$ cat config.mk
export PLATFORM = sky130hd
export DESIGN_NAME = fm_phase_sequencer
export DESIGN_NICKNAME = d
export VERILOG_FILES = /design/src/rtl/fm_pkg.sv /design/src/rtl/fm_keyon_pending.sv /design/src/rtl/fm_phase_sequencer.sv
export SDC_FILE = /design/constraint.sdc
export NUM_CORES = 1
export LEC_CHECK = 0
export ABC_AREA = 1
export CORE_MARGIN = 2
export CORE_UTILIZATION = 40
export DETAILED_ROUTE_END_ITERATION = 10
export SYNTH_ARGS = -nofsm -noshare
export SYNTH_HDL_FRONTEND = slang
export SYNTH_SLANG_ARGS = --single-unit
$ cat constraint.sdc
create_clock -name clk -period 6.4 [get_ports clk]
set_clock_uncertainty 0.1 [all_clocks]
set_input_delay 0.64 -clock clk [delete_from_list [all_inputs] [get_ports clk]]
set_output_delay 0.64 -clock clk [all_outputs]
set_load 0.02 [all_outputs]
$ cat src/rtl/fm_pkg.sv
// Shared types and widths for the FM operator phase pipeline.
// Imported by the phase sequencer and its key-on pending mask.
package fm_pkg;

  localparam int PHASE_W = 19;
  localparam int OPIDX_W = 6;
  localparam int MAX_OPS = 64;

  typedef enum logic [1:0] {
    ST_IDLE  = 2'd0,
    ST_READ  = 2'd1,
    ST_WRITE = 2'd2
  } state_t;

endpackage

$ cat src/rtl/fm_keyon_pending.sv
// Per-operator key-on pending mask: set wins over clear on the same op.
// pend is captured for the op being read so the following write can use it.
module fm_keyon_pending
  import fm_pkg::*;
#(
  parameter int NUM_OPS = 36
) (
  input  logic               clk,
  input  logic               reset,
  input  logic               set_en,
  input  logic [OPIDX_W-1:0] set_idx,
  input  logic               clr_en,
  input  logic [OPIDX_W-1:0] clr_idx,
  input  logic               cap_en,
  input  logic [OPIDX_W-1:0] cap_idx,
  output logic               pend
);

  logic [MAX_OPS-1:0] mask;
  logic [MAX_OPS-1:0] set_vec;
  logic [MAX_OPS-1:0] clr_vec;

  always_comb begin
    set_vec = '0;
    clr_vec = '0;
    if (set_en && (int'(set_idx) < NUM_OPS)) set_vec[set_idx] = 1'b1;
    if (clr_en) clr_vec[clr_idx] = 1'b1;
  end

  always_ff @(posedge clk) begin
    if (reset) begin
      mask <= '0;
      pend <= 1'b0;
    end else begin
      mask <= (mask & ~clr_vec) | set_vec;
      // forward a same-cycle key-on so it is not lost by the following clear
      if (cap_en) pend <= mask[cap_idx] | set_vec[cap_idx];
    end
  end

endmodule

$ cat src/rtl/fm_phase_sequencer.sv
// Sweeps the operator phase RAM once per sample tick (read, add, write back).
// Optional debug read port enabled by defining FM_PHASE_DBG_RD_EN.
module fm_phase_sequencer #(
  parameter int NUM_OPS = 36,
  parameter int PHASE_W = fm_pkg::PHASE_W
) (
  input  logic                       clk,
  input  logic                       reset,
  input  logic                       sample_tick,
  output logic [fm_pkg::OPIDX_W-1:0] op_idx,
  input  logic [PHASE_W-1:0]         phase_inc,
  input  logic                       keyon_req,
  input  logic [fm_pkg::OPIDX_W-1:0] keyon_idx,
  output logic [fm_pkg::OPIDX_W-1:0] ram_idx,
  output logic [PHASE_W-1:0]         ram_wrdata,
  output logic                       ram_wren,
  input  logic [PHASE_W-1:0]         ram_rddata,
  output logic [PHASE_W-1:0]         phase_out,
  output logic                       phase_valid,
  output logic [fm_pkg::OPIDX_W-1:0] phase_idx,
  output logic                       busy,
  output logic                       overrun,
  input  logic                       overrun_clr
`ifdef FM_PHASE_DBG_RD_EN
  ,
  input  logic                       dbg_req,
  input  logic [fm_pkg::OPIDX_W-1:0] dbg_idx,
  output logic                       dbg_ack,
  output logic [PHASE_W-1:0]         dbg_rddata
`endif
);

  import fm_pkg::*;

  localparam logic [OPIDX_W-1:0] LAST_OP = OPIDX_W'(NUM_OPS - 1);

  state_t               state;
  state_t               state_nx;
  logic [OPIDX_W-1:0]   op;
  logic [PHASE_W-1:0]   phase_q;
  logic [PHASE_W-1:0]   inc_q;
  logic [PHASE_W-1:0]   sum;
  logic                 tick_pending;
  logic                 pend_op;
  logic                 last_op;
  logic                 start;
  logic                 in_read;
  logic                 in_write;

  assign last_op  = (op == LAST_OP);
  assign in_read  = (state == ST_READ);
  assign in_write = (state == ST_WRITE);
  assign sum      = phase_q + inc_q;

  always_comb begin
    state_nx = state;
    start    = 1'b0;
    unique case (state)
      ST_IDLE: begin
        if (sample_tick || tick_pending) begin
          state_nx = ST_READ;
          start    = 1'b1;
        end
      end
      ST_READ: state_nx = ST_WRITE;
      ST_WRITE: begin
        if (!last_op) begin
          state_nx = ST_READ;
        end else if (tick_pending) begin
          // back-to-back sweep, no idle gap
          state_nx = ST_READ;
          start    = 1'b1;
        end else begin
          state_nx = ST_IDLE;
        end
      end
      default: state_nx = ST_IDLE;
    endcase
  end

  always_ff @(posedge clk) begin
    if (reset) begin
      state        <= ST_IDLE;
      op           <= '0;
      phase_q      <= '0;
      inc_q        <= '0;
      tick_pending <= 1'b0;
      overrun      <= 1'b0;
    end else begin
      state <= state_nx;
      if (start) op <= '0;
      else if (in_write && !last_op) op <= op + OPIDX_W'(1);
      if (in_read) begin
        phase_q <= ram_rddata;
        inc_q   <= phase_inc;
      end
      if (start) tick_pending <= 1'b0;
      else if (sample_tick && busy) tick_pending <= 1'b1;
      if (sample_tick && busy && tick_pending) overrun <= 1'b1;
      else if (overrun_clr) overrun <= 1'b0;
    end
  end

  fm_keyon_pending #(
    .NUM_OPS(NUM_OPS)
  ) u_pend (
    .clk    (clk),
    .reset  (reset),
    .set_en (keyon_req),
    .set_idx(keyon_idx),
    .clr_en (in_write),
    .clr_idx(op),
    .cap_en (in_read),
    .cap_idx(op),
    .pend   (pend_op)
  );

`ifdef FM_PHASE_DBG_RD_EN
  logic dbg_sel;

  assign dbg_sel = (state == ST_IDLE) && !sample_tick && !tick_pending
                   && dbg_req && !dbg_ack;

  always_ff @(posedge clk) begin
    if (reset) begin
      dbg_ack    <= 1'b0;
      dbg_rddata <= '0;
    end else begin
      dbg_ack <= dbg_sel;
      if (dbg_sel) dbg_rddata <= ram_rddata;
    end
  end
`endif

  always_comb begin
    busy        = (state != ST_IDLE);
    op_idx      = op;
    ram_idx     = op;
    ram_wren    = 1'b0;
    ram_wrdata  = '0;
    phase_valid = 1'b0;
    phase_out   = '0;
    phase_idx   = '0;
    if (in_write) begin
      ram_wren    = 1'b1;
      ram_wrdata  = pend_op ? '0 : sum;
      phase_valid = 1'b1;
      phase_out   = pend_op ? '0 : sum;
      phase_idx   = op;
    end
`ifdef FM_PHASE_DBG_RD_EN
    if (dbg_sel) ram_idx = dbg_idx;
`endif
  end

endmodule
# --- Yosys cells after proc, flatten, opt, wreduce, memory -nomap -nowiden ---
# Index checks and enable logic that the tools add are counted.
totals:
  input_bits: 49
  ff_bits: 113
op_classes:
  n_eq_ne: 4
  muxes: 24
  n_reduce_logical: 12
  order_cmp: 5
  addsub: 2
  n_bitwise: 4
ops:
  columns: ["op", "n"]
  rows:
  - ["$mux W64", 2]
  - ["$and A64 B64 Y64", 1]
  - ["$not A64 Y64", 1]
  - ["$or A64 B64 Y64", 1]
  - ["$mux W19", 2]
  - ["$add A19 B19 Y19", 1]
  - ["$lt A6 B7 Y1 const B", 2]
  - ["$bmux W1 S6", 2]
  - ["$demux W1 S6", 2]
  - ["$ge A6 B1 Y1 const B", 2]
  - ["$mux W1", 12]
  - ["$add A6 B1 Y6 const B", 1]
  - ["$eq A6 B6 Y1 const B", 1]
  - ["$logic_and A1 B1 Y1", 6]
  - ["$lt A6 B6 Y1 const B", 1]
  - ["$mux W6", 1]
  - ["$pmux W2 S3", 1]
  - ["$reduce_bool A2 Y1", 2]
  - ["$eq A2 B1 Y1 const B", 1]
  - ["$eq A2 B2 Y1 const B", 1]
  - ["$logic_not A2 Y1", 1]
  - ["$mux W2", 1]
  - ["$ne A2 B2 Y1 const B", 1]
  - ["$pmux W1 S2", 1]
  - ["other kinds (4)", 4]

# --- Logic depth before layout (Yosys ltp) ---
# Gate-level depths: netlist of run 1.
depth:
  ltp_word: 8
  depth_mapped: 16
  depth_no_buf: 15

# --- Cells and area by module ---
# Synthesis of run 1 repeated with hierarchy kept, for this count alone.
hier_totals:
  cells_unflattened: 1058
  area_unflattened_um2: 6844.1
by_module_without_submodules:
  columns: ["module", "cells_each", "instances", "area_per_inst_um2"]
  rows:
  - ["fm_keyon_pending", 572, 1, 3686.0]
  - ["fm_phase_sequencer", 486, 1, 3158.0]

# --- Worst setup path before layout of run 1 ---
# OpenSTA, ideal clock, no wires.
synth_path:
  path_type: "reg-to-output"
  start: "reg phase_q[0]"
  end: "out ram_wrdata[16]"
  required_time_ps: 5660
  setup_slack_ps: 3531
  arrival_ps: 2129
  path_stages_with_launch: 11
  n_path_buf: 1
  cell_sequence: "dfxtp_1 > ha_1 > fa_1 > inv_1 > nor2_1 > nor2_1 > o21ai_0 > nand3_1 > nand2_1 > a21oi_1 > buf_4"
synth_between:
  elab_chain_len: 3
synth_lines:
  columns: ["item", "line", "text"]
  rows:
  - ["start: declaration", "fm_phase_sequencer.sv:40", "logic [PHASE_W-1:0] phase_q;"]
  - ["start signal: assignment", "fm_phase_sequencer.sv:94", "phase_q <= ram_rddata;"]
  - ["$add A19 B19 Y19", "fm_phase_sequencer.sv:53", "assign sum = phase_q + inc_q;"]
  - ["$mux W19 (2 in a row)", null, null]
  - ["end: declaration", "fm_phase_sequencer.sv:15", "output logic [PHASE_W-1:0] ram_wrdata,"]
# Every way passes these cells.

# --- Final worst setup path of run 1 ---
layout_path:
  start: "reg phase_q[4]"
  end: "out ram_wrdata[16]"
layout_between:
  elab_chain_len: 3
layout_lines:
  columns: ["item", "line", "text"]
  rows:
  - ["$add A19 B19 Y19", "fm_phase_sequencer.sv:53", null]
  - ["$mux W19", "fm_phase_sequencer.sv:146", "ram_wrdata = pend_op ? '0 : sum;"]
  - ["$mux W19", "fm_phase_sequencer.sv:144", "if (in_write) begin"]
# Every way passes these cells.

==> qor.tcl, run 1 <==
set qor(critPathRequiredTime_ps) 5660
set qor(design.die.area_um2) 17600
set qor(detailed_place_hpwl_um) 14700
set qor(timing.final.crit_period_ps) 3780
set qor(critPathSlowestCell) {sky130_fd_sc_hd__clkdlybuf4s50_1}
set qor(routed_wl_um) 20900
set qor(syn-num-nets) 1115
set qor(yosysWarnings) 0
set qor(vdd.ir_drop.worst_v) 0.000184
set qor(finish.net_count) 1182
set qor(hold_path_startpoint) {u_pend.mask[40]$_SDFF_PP0_}
set qor(clk_latency_ps) 420
set qor(endpoint_kind) {output port}
set qor(numCtsBuffers) 17
set qor(grt_use_total_pct) 24.1
set qor(synth_edf_count) 0
set qor(start_util_pct) 40.4
set qor(timing.max_cap.violations) 0
set qor(grt_antenna_before_repair) 0
set qor(core.rowCount) 47
set qor(setup_repair_after_global_routing_missed_its_margin) {false}
set qor(worst_r2r_path_depth) 11
set qor(seq_pwr_share_pct) 37.2
set qor(cp_data_arrival_time_ps) 3040
set qor(power_frac_comb_pct) 11.7
set qor(first_global_vias) 6179
set qor(crit_path_cells) {ha_1 > nand2_1 > o21ai_0 > nor2_1 > o21ai_0 > nand3_1 > nand2_1 > o21ai_0 > a21oi_1 > clkdlybuf4s50_1}
set qor(numPortBuffers) 108
set qor(pre_cts_slack_ps) 3030
set qor(outcome) {complete, no violations}
set qor(multi_input_comb_area_um2) 3670
set qor(path_clk_slew_ps) 60
set qor(maxSlewHeadroom_pct) 47.6
set qor(fp.dieW_um) 133
set qor(post-cts-setup-buffer-count) 0
set qor(power_leakage_nw) 3.56
set qor(overflow) 0
set qor(first_pass_grt_wire_length_um) 33400
set qor(critPathMaxFanout) 6
set qor(routed_wire_length_per_instance_um) 15.5
set qor(postLayoutCoreUtil_pct) 50.4
set qor(synth-seq-cells) 113
set qor(worst-path-buf-inv) 1
set qor(critical_path.most_common_cell) {sky130_fd_sc_hd__o21ai_0}
set qor(cts-hold-fix-buffers) 0
set qor(regToRegStartpoint) {op_idx[2]$_SDFFE_PP0P_}
set qor(ctsHtreeMaxLevel) 4
set qor(synth_async_sr_flop_share_pct) 0
set qor(worst_hold_path_type) {reg -> reg}
set qor(n_fill_cell) 1683
set qor(dominantRegCellSynth) {sky130_fd_sc_hd__dfxtp_1}
set qor(vias) 6755
set qor(clock_sink_count) 113
set qor(totalNegativeSetupSlack_ps) 0
set qor(area_growth_pct) 24.7
set qor(synth.avg_cell_area_um2) 6.33
set qor(detailedRoute.firstIterationViolations) 575
set qor(slew_violations) 0
set qor(ff2ff_setup_slack_ps) 3660
set qor(critPathLaunchType) {flip-flop}
set qor(grt_start_max_net_pins) 62
set qor(netlist_instances) 1046
set qor(clockRootBuffer) {sky130_fd_sc_hd__clkbuf_16}
set qor(sequential_cell_area_um2) 2260
set qor(crit_type) {reg -> out}
set qor(n_antenna_cell) 0
set qor(timing_worst_slew_pin_value_ps) 784
set qor(synth.cell_area_um2) 6620
set qor(timing_hold_violations_final) 0
set qor(power.density_cell_area_nw_per_um2) 242
set qor(fmaxAchievable_mhz) 265
set qor(setup_viol_count_final) 0
set qor(drc_errors) 0
set qor(timing.final.ws_setup_ps) 2620
set qor(vias_per_cell) 5.02
set qor(cts_tree) {done}
set qor(fin_crit_sh_pct) 59.1
set qor(route.antenna.remaining_nets) 0
set qor(netSwitchingFraction_pct) 25.0
set qor(p_clk_share_pct) 51.1
set qor(critical_path.max_stage_delay_ps) 640
set qor(seq_area_frac_synth_pct) 34.2
set qor(worstHoldPathCells) 2
set qor(buffer_depth_of_the_longest_clock_path) 2
set qor(post_route_cells_drive_above_1_share_pct) 5.24
set qor(r2r_end) {u_pend.pend$_SDFFE_PP0N_}
set qor(dr.pass1.iters) 5
set qor(place_congestion) 0.881
set qor(cpLargestDelayFamily) {compound AO/OA/AOI/OAI gates}
set qor(worstHoldEndpoint) {u_pend.mask[40]$_SDFF_PP0_}
set qor(fin_hold_ws_ps) 339
set qor(die_h_um) 133
set qor(resized_after_cts) 0
set qor(net-switching-power_w) 0.000498
set qor(intPower_w) 0.00150
set qor(coreArea_um2) 16400
set qor(design.portCount) 109
set qor(post_synth_num_cell_types) 36
[sequential cells by signal (all words and copies together) (netlist names)]
signal and flops:
overrun 1, inc_q 19, u_pend.mask 64, state 2
u_pend.pend 1, phase_q 19, tick_pending 1, op_idx 6
[cell type report]
| type | instances | area share [%] |
|---|---|---|
| Inverter | 76 | 3.45 |
| Clock buffer | 23 | 5.79 |
| Multi-Input combinational cell | 789 | 44.4 |
| Clock inverter | 9 | 1.86 |
| Timing Repair Buffer | 116 | 13.8 |
| Tap cell | 220 | 3.33 |
| Sequential cell | 113 | 27.4 |
[metal layers]
layer  track usage, %  vias up  routed length, um
met5                0        -                  0
met4             8.42        0                378
met3             4.94       27               1090
met2             37.4      188               9400
met1             33.3     3039               9990
li1                 -     3501                  -
[worst reg2reg max path: stages (launching register included)]
cell                      delay [ps]
sky130_fd_sc_hd__dfxtp_1         820
sky130_fd_sc_hd__inv_1           460
sky130_fd_sc_hd__nand2_1         250
sky130_fd_sc_hd__nor2_1          160
sky130_fd_sc_hd__nand3_1         160
sky130_fd_sc_hd__nand2_1          60
sky130_fd_sc_hd__nor2_1           90
sky130_fd_sc_hd__nand2_1          80
sky130_fd_sc_hd__a21oi_1         180
sky130_fd_sc_hd__nand3_1         120
sky130_fd_sc_hd__nor2_1          120
sky130_fd_sc_hd__nor2_1           40
[metrics by stage]
step           total power, W  instance area, um2  cells
3_5_place_dp         0.000988                7630   1314
4_1_cts               0.00201                8260   1346
3_3_place_gp         0.000988                7630   1314
6_report              0.00200                8260   1346
2_1_floorplan        0.000903                6620   1046
5_1_grt               0.00208                8260   1346
[synthesized netlist by cell type (10+ instances only)]
cell type	n	area share, %
sky130_fd_sc_hd__clkbuf_1	20	1.1
sky130_fd_sc_hd__nand4_1	10	0.94
sky130_fd_sc_hd__nand3_1	51	3.9
sky130_fd_sc_hd__dfxtp_1	113	34
sky130_fd_sc_hd__inv_1	71	4.0
sky130_fd_sc_hd__ha_1	19	3.6
sky130_fd_sc_hd__a21oi_1	72	5.4
sky130_fd_sc_hd__buf_4	30	3.4
sky130_fd_sc_hd__nand2_1	308	17
sky130_fd_sc_hd__o21ai_0	111	8.4
sky130_fd_sc_hd__buf_2	12	0.91
sky130_fd_sc_hd__nor2_1	163	9.2
[kinds of logic after synthesis]
logic type	after synthesis	synth area share, %
fa+ha+maj	20	3.89
buf+inv	144	10.4
simple gates	557	34.3
flops	113	34.2
compound gates	207	16.6
xor+xnor	5	0.661
[power by group through the flow]
stage | Combinational (W) | Sequential, W | Clock [W]
2_1_floorplan | 0.000148 | 0.000755 | 0
3_3_place_gp | 0.000232 | 0.000757 | 0
3_5_place_dp | 0.000231 | 0.000757 | 0
4_1_cts | 0.000232 | 0.000742 | 0.00103
5_1_grt | 0.000259 | 0.000745 | 0.00107
6_report | 0.000233 | 0.000743 | 0.00102
[placed cells by master (no fill, tap or decap), drive strengths merged]
master and instances:
ha 19, o31ai 2, a2111oi 1, clkinvlp 2, o21bai 5, o211ai 7, a21oi 72, nand3 52
clkdlybuf4s50 107, clkinv 3, a211oi 3, and2 2, nor4 2, bufinv 4, dfxtp 113, xor2 5
o21a 1, a31oi 3, fa 1, nor3 11, buf 9, nand2 308, o21ai 113, nand4 11
nor2 171, clkbuf 23, inv 76
[worst max-delay path by stage]
stage	slack, ps	start	endpoint	depth (start not counted)
6_report	2620	phase_q[4]$_SDFFE_PP0N_	ram_wrdata[16]	10
3_5_place_dp	3030	phase_q[4]$_SDFFE_PP0N_	ram_wrdata[16]	10
3_3_place_gp	3090	phase_q[4]$_SDFFE_PP0N_	phase_out[16]	10
5_1_grt	2330	phase_q[4]$_SDFFE_PP0N_	ram_wrdata[16]	10
4_1_cts	2580	phase_q[4]$_SDFFE_PP0N_	ram_wrdata[16]	10
2_1_floorplan	3530	phase_q[0]$_SDFFE_PP0N_	ram_wrdata[16]	10
(Power assumes the default switching activity.)
==> run 2: changes to the inputs <==
--- a/config.mk
+++ b/config.mk
@@ -9,6 +9,7 @@
 export CORE_MARGIN = 2
 export CORE_UTILIZATION = 40
 export DETAILED_ROUTE_END_ITERATION = 10
+export PLACE_DENSITY = 0.65
 export SYNTH_ARGS = -nofsm -noshare
 export SYNTH_HDL_FRONTEND = slang
 export SYNTH_SLANG_ARGS = --single-unit
==> constraint.sdc (replaced) <==
create_clock -name clk -period 3.3 [get_ports clk]
set_clock_uncertainty 0.1 [all_clocks]
set_input_delay 0.33 -clock clk [delete_from_list [all_inputs] [get_ports clk]]
set_output_delay 0.33 -clock clk [all_outputs]
set_load 0.02 [all_outputs]
==> qor.tcl, run 2 (same netlist as run 1, synthesis figures left out) <==
set qor(cp_data_arrival_time_ps) 2690 ;# -350 ps
set qor(stdcell_area_um2) 8300 ;# +0.47%
set qor(critPathMaxFanout) 6 ;# unchanged
set qor(timing.final.crit_period_ps) 3120
set qor(r2r_end) {u_pend.pend$_SDFFE_PP0N_}
set qor(setup_repair_after_global_routing_missed_its_margin) {true}
set qor(grt_antenna_before_repair) 0 ;# unchanged
set qor(critPathLaunchType) {flip-flop}
set qor(fmaxAchievable_mhz) 320
set qor(timing_worst_slew_pin_value_ps) 973 ;# +189 ps
set qor(detailedRoute.firstIterationViolations) 602 ;# +4.7%
set qor(mostFrequentLayoutCell) {sky130_fd_sc_hd__nand2_1}
set qor(power_leakage_nw) 3.83 ;# +7.6%
set qor(finish.net_count) 1185 ;# +0.25%
set qor(largest_register_ffs) 64 ;# unchanged
set qor(worst_hold_path_type) {in -> reg}
set qor(postLayoutCoreUtil_pct) 50.6 ;# +0.24 points
set qor(timing.max_cap.violations) 0 ;# unchanged
set qor(crit_type) {reg -> out}
set qor(path_clk_slew_ps) 50 ;# about the same
set qor(slew_violations) 0 ;# unchanged
set qor(dpl_cell_area_um2) 7650 ;# +0.30%
set qor(outcome) {complete, no violations}
set qor(clk_latency_ps) 430 ;# about the same
set qor(cts_tree) {done}
set qor(grt_start_max_net_pins) 51 ;# -18%
set qor(design.portCount) 109 ;# unchanged
set qor(n_fill_cell) 1712 ;# +1.7%
set qor(routed_wire_length_per_instance_um) 14.8 ;# -4.4%
set qor(first_pass_grt_wire_length_um) 32300 ;# -3.1%
set qor(multi_input_comb_area_um2) 3680 ;# +0.17%
set qor(biggestRegsByFlops) {u_pend.mask: 64 flops, inc_q: 19 flops, phase_q: 19 flops}
set qor(vdd.ir_drop.worst_v) 0.000362 ;# +96%
set qor(grt_use_total_pct) 22.9 ;# -1.2 points
set qor(worst_r2r_path_depth) 10 ;# -1
set qor(dr.pass1.iters) 6 ;# +1
set qor(area_growth_pct) 25.3
set qor(power.density_cell_area_nw_per_um2) 461 ;# +91%
set qor(buffer_depth_of_the_longest_clock_path) 2 ;# unchanged
set qor(start_util_pct) 40.4 ;# unchanged
set qor(routed_wl_um) 20000 ;# -4.2%
set qor(max_flop_register) {u_pend.mask}
set qor(numCtsBuffers) 17 ;# unchanged
set qor(place_congestion) 0.918 ;# +4.3%
set qor(core.rowCount) 47 ;# unchanged
set qor(numPortBuffers) 108 ;# unchanged
set qor(timing.critical_path.to) {phase_out[7]}
set qor(detailed_place_hpwl_um) 14300 ;# -2.6%
set qor(crit_path_start) {phase_q[2]$_SDFFE_PP0N_}
set qor(maxSlewHeadroom_pct) 35.1 ;# -13 points
set qor(coreArea_um2) 16400 ;# unchanged
set qor(clockRootBuffer) {sky130_fd_sc_hd__clkbuf_16}
set qor(clock_sink_count) 113 ;# unchanged
set qor(n_antenna_cell) 0 ;# unchanged
set qor(overflow) 0 ;# unchanged
set qor(post_route_cells_drive_above_1_share_pct) 5.85 ;# +0.61 points
set qor(timing_hold_violations_final) 0 ;# unchanged
set qor(vias) 6864 ;# +1.6%
set qor(cts-hold-fix-buffers) 0 ;# unchanged
set qor(layout.cells.most_common_list) {sky130_fd_sc_hd__nand2_1 (308), sky130_fd_sc_hd__nor2_1 (161), sky130_fd_sc_hd__dfxtp_1 (113), sky130_fd_sc_hd__o21ai_0 (108), sky130_fd_sc_hd__clkdlybuf4s50_1 (87)}
set qor(fin_crit_sh_pct) 94.6
set qor(die_h_um) 133 ;# unchanged
set qor(setup_viol_count_final) 0 ;# unchanged
set qor(sequential_cell_area_um2) 2260 ;# unchanged
set qor(drc_errors) 0 ;# unchanged
set qor(ctsHtreeMaxLevel) 4 ;# unchanged
set qor(first_global_vias) 6397 ;# +3.5%
set qor(ff2ff_setup_slack_ps) 1030 ;# -2630 ps
set qor(design.die.area_um2) 17600 ;# unchanged
set qor(critPathRequiredTime_ps) 2870 ;# -2790 ps
set qor(vias_per_cell) 5.09 ;# +1.4%
set qor(route.antenna.remaining_nets) 0 ;# unchanged
set qor(regToRegStartpoint) {op_idx[0]$_SDFFE_PP0P_}
set qor(fp.dieW_um) 133 ;# unchanged
set qor(endpoint_kind) {output port}
==> run 2: cell count changes in the layout (fill, tap and decap cells not counted), moves of 2 or more <==
cell	delta
sky130_fd_sc_hd__dlygate4sd2_1	+9
sky130_fd_sc_hd__clkbuf_8	+2
sky130_fd_sc_hd__dlymetal6s2s_1	+11
sky130_fd_sc_hd__clkinvlp_4	-2
sky130_fd_sc_hd__o21ai_1	+3
sky130_fd_sc_hd__clkbuf_1	-2
sky130_fd_sc_hd__clkdlybuf4s50_1	-20
sky130_fd_sc_hd__o21ai_0	-3
sky130_fd_sc_hd__clkinv_2	+2
sky130_fd_sc_hd__buf_4	+3
==> run 2: final cells by class <==
class,count,area share (%)
clock buffer,23,6.00
clock inverter,9,1.54
inverter,76,3.44
multi-input combinational,789,44.3
sequential,113,27.3
tap,220,3.32
timing repair buffer,119,14.2
==> run 2: worst min path at each step <==
stage                                 end                        from  slack [ps]  cells after the start
6_report       u_pend.mask[47]$_SDFF_PP0_                       reset         140                      2
5_1_grt        u_pend.mask[39]$_SDFF_PP0_                       reset         140                      2
4_1_cts        u_pend.mask[47]$_SDFF_PP0_                       reset         130                      2
3_5_place_dp   u_pend.mask[39]$_SDFF_PP0_  u_pend.mask[39]$_SDFF_PP0_         330                      2
3_3_place_gp   u_pend.mask[46]$_SDFF_PP0_  u_pend.mask[46]$_SDFF_PP0_         330                      2
2_1_floorplan  u_pend.mask[42]$_SDFF_PP0_  u_pend.mask[42]$_SDFF_PP0_         320                      2
==> run 2: what timing repair did <==
| action | in CTS | in global routing |
|---|---|---|
| setup buffers | 0 | 0 |
| gates resized for setup | 13 | 12 |
| endpoints found under the setup margin | 16 | 15 |
==> run 2: metal layers <==
| layer | share of wire [%] | vias up | global-route usage (%) |
|---|---|---|---|
| met2 | 47 | 196 | 38.2 |
| met5 | 0 | - | 0 |
| met3 | 4.8 | 41 | 4.83 |
| met1 | 45 | 3115 | 28.9 |
| met4 | 2.7 | 0 | 9.56 |
| li1 | - | 3512 | - |
==> run 2: where the power goes <==
part,internal [W],switching (W),leakage [nW]
Combinational,0.000167,0.000279,2.60
Clock,0.00128,0.000658,0.313
Sequential,0.00141,0.0000263,0.918
Total,0.00286,0.000964,3.83
==> run 2: critical path, stage by stage, from the launching register on <==
cell and delay [ps]:
sky130_fd_sc_hd__dfxtp_1 300, sky130_fd_sc_hd__ha_1 380, sky130_fd_sc_hd__nand3_1 90, sky130_fd_sc_hd__and2_1 190, sky130_fd_sc_hd__o21ai_1 200, sky130_fd_sc_hd__nand2_1 80, sky130_fd_sc_hd__nand2_1 100, sky130_fd_sc_hd__o21ai_0 80
sky130_fd_sc_hd__a21oi_1 200, sky130_fd_sc_hd__clkdlybuf4s50_1 640
==> run 2: stage by stage <==
step	cells	setup TNS (ps)	total power, W	hold WS [ps]	setup slack (ps)
2_1_floorplan	1046	0	0.00175	317	741
3_3_place_gp	1317	0	0.00191	327	342
3_5_place_dp	1317	0	0.00191	329	281
4_1_cts	1349	0	0.00385	131	5.92
5_1_grt	1349	-230	0.00397	143	-120
6_report	1349	0	0.00383	135	177
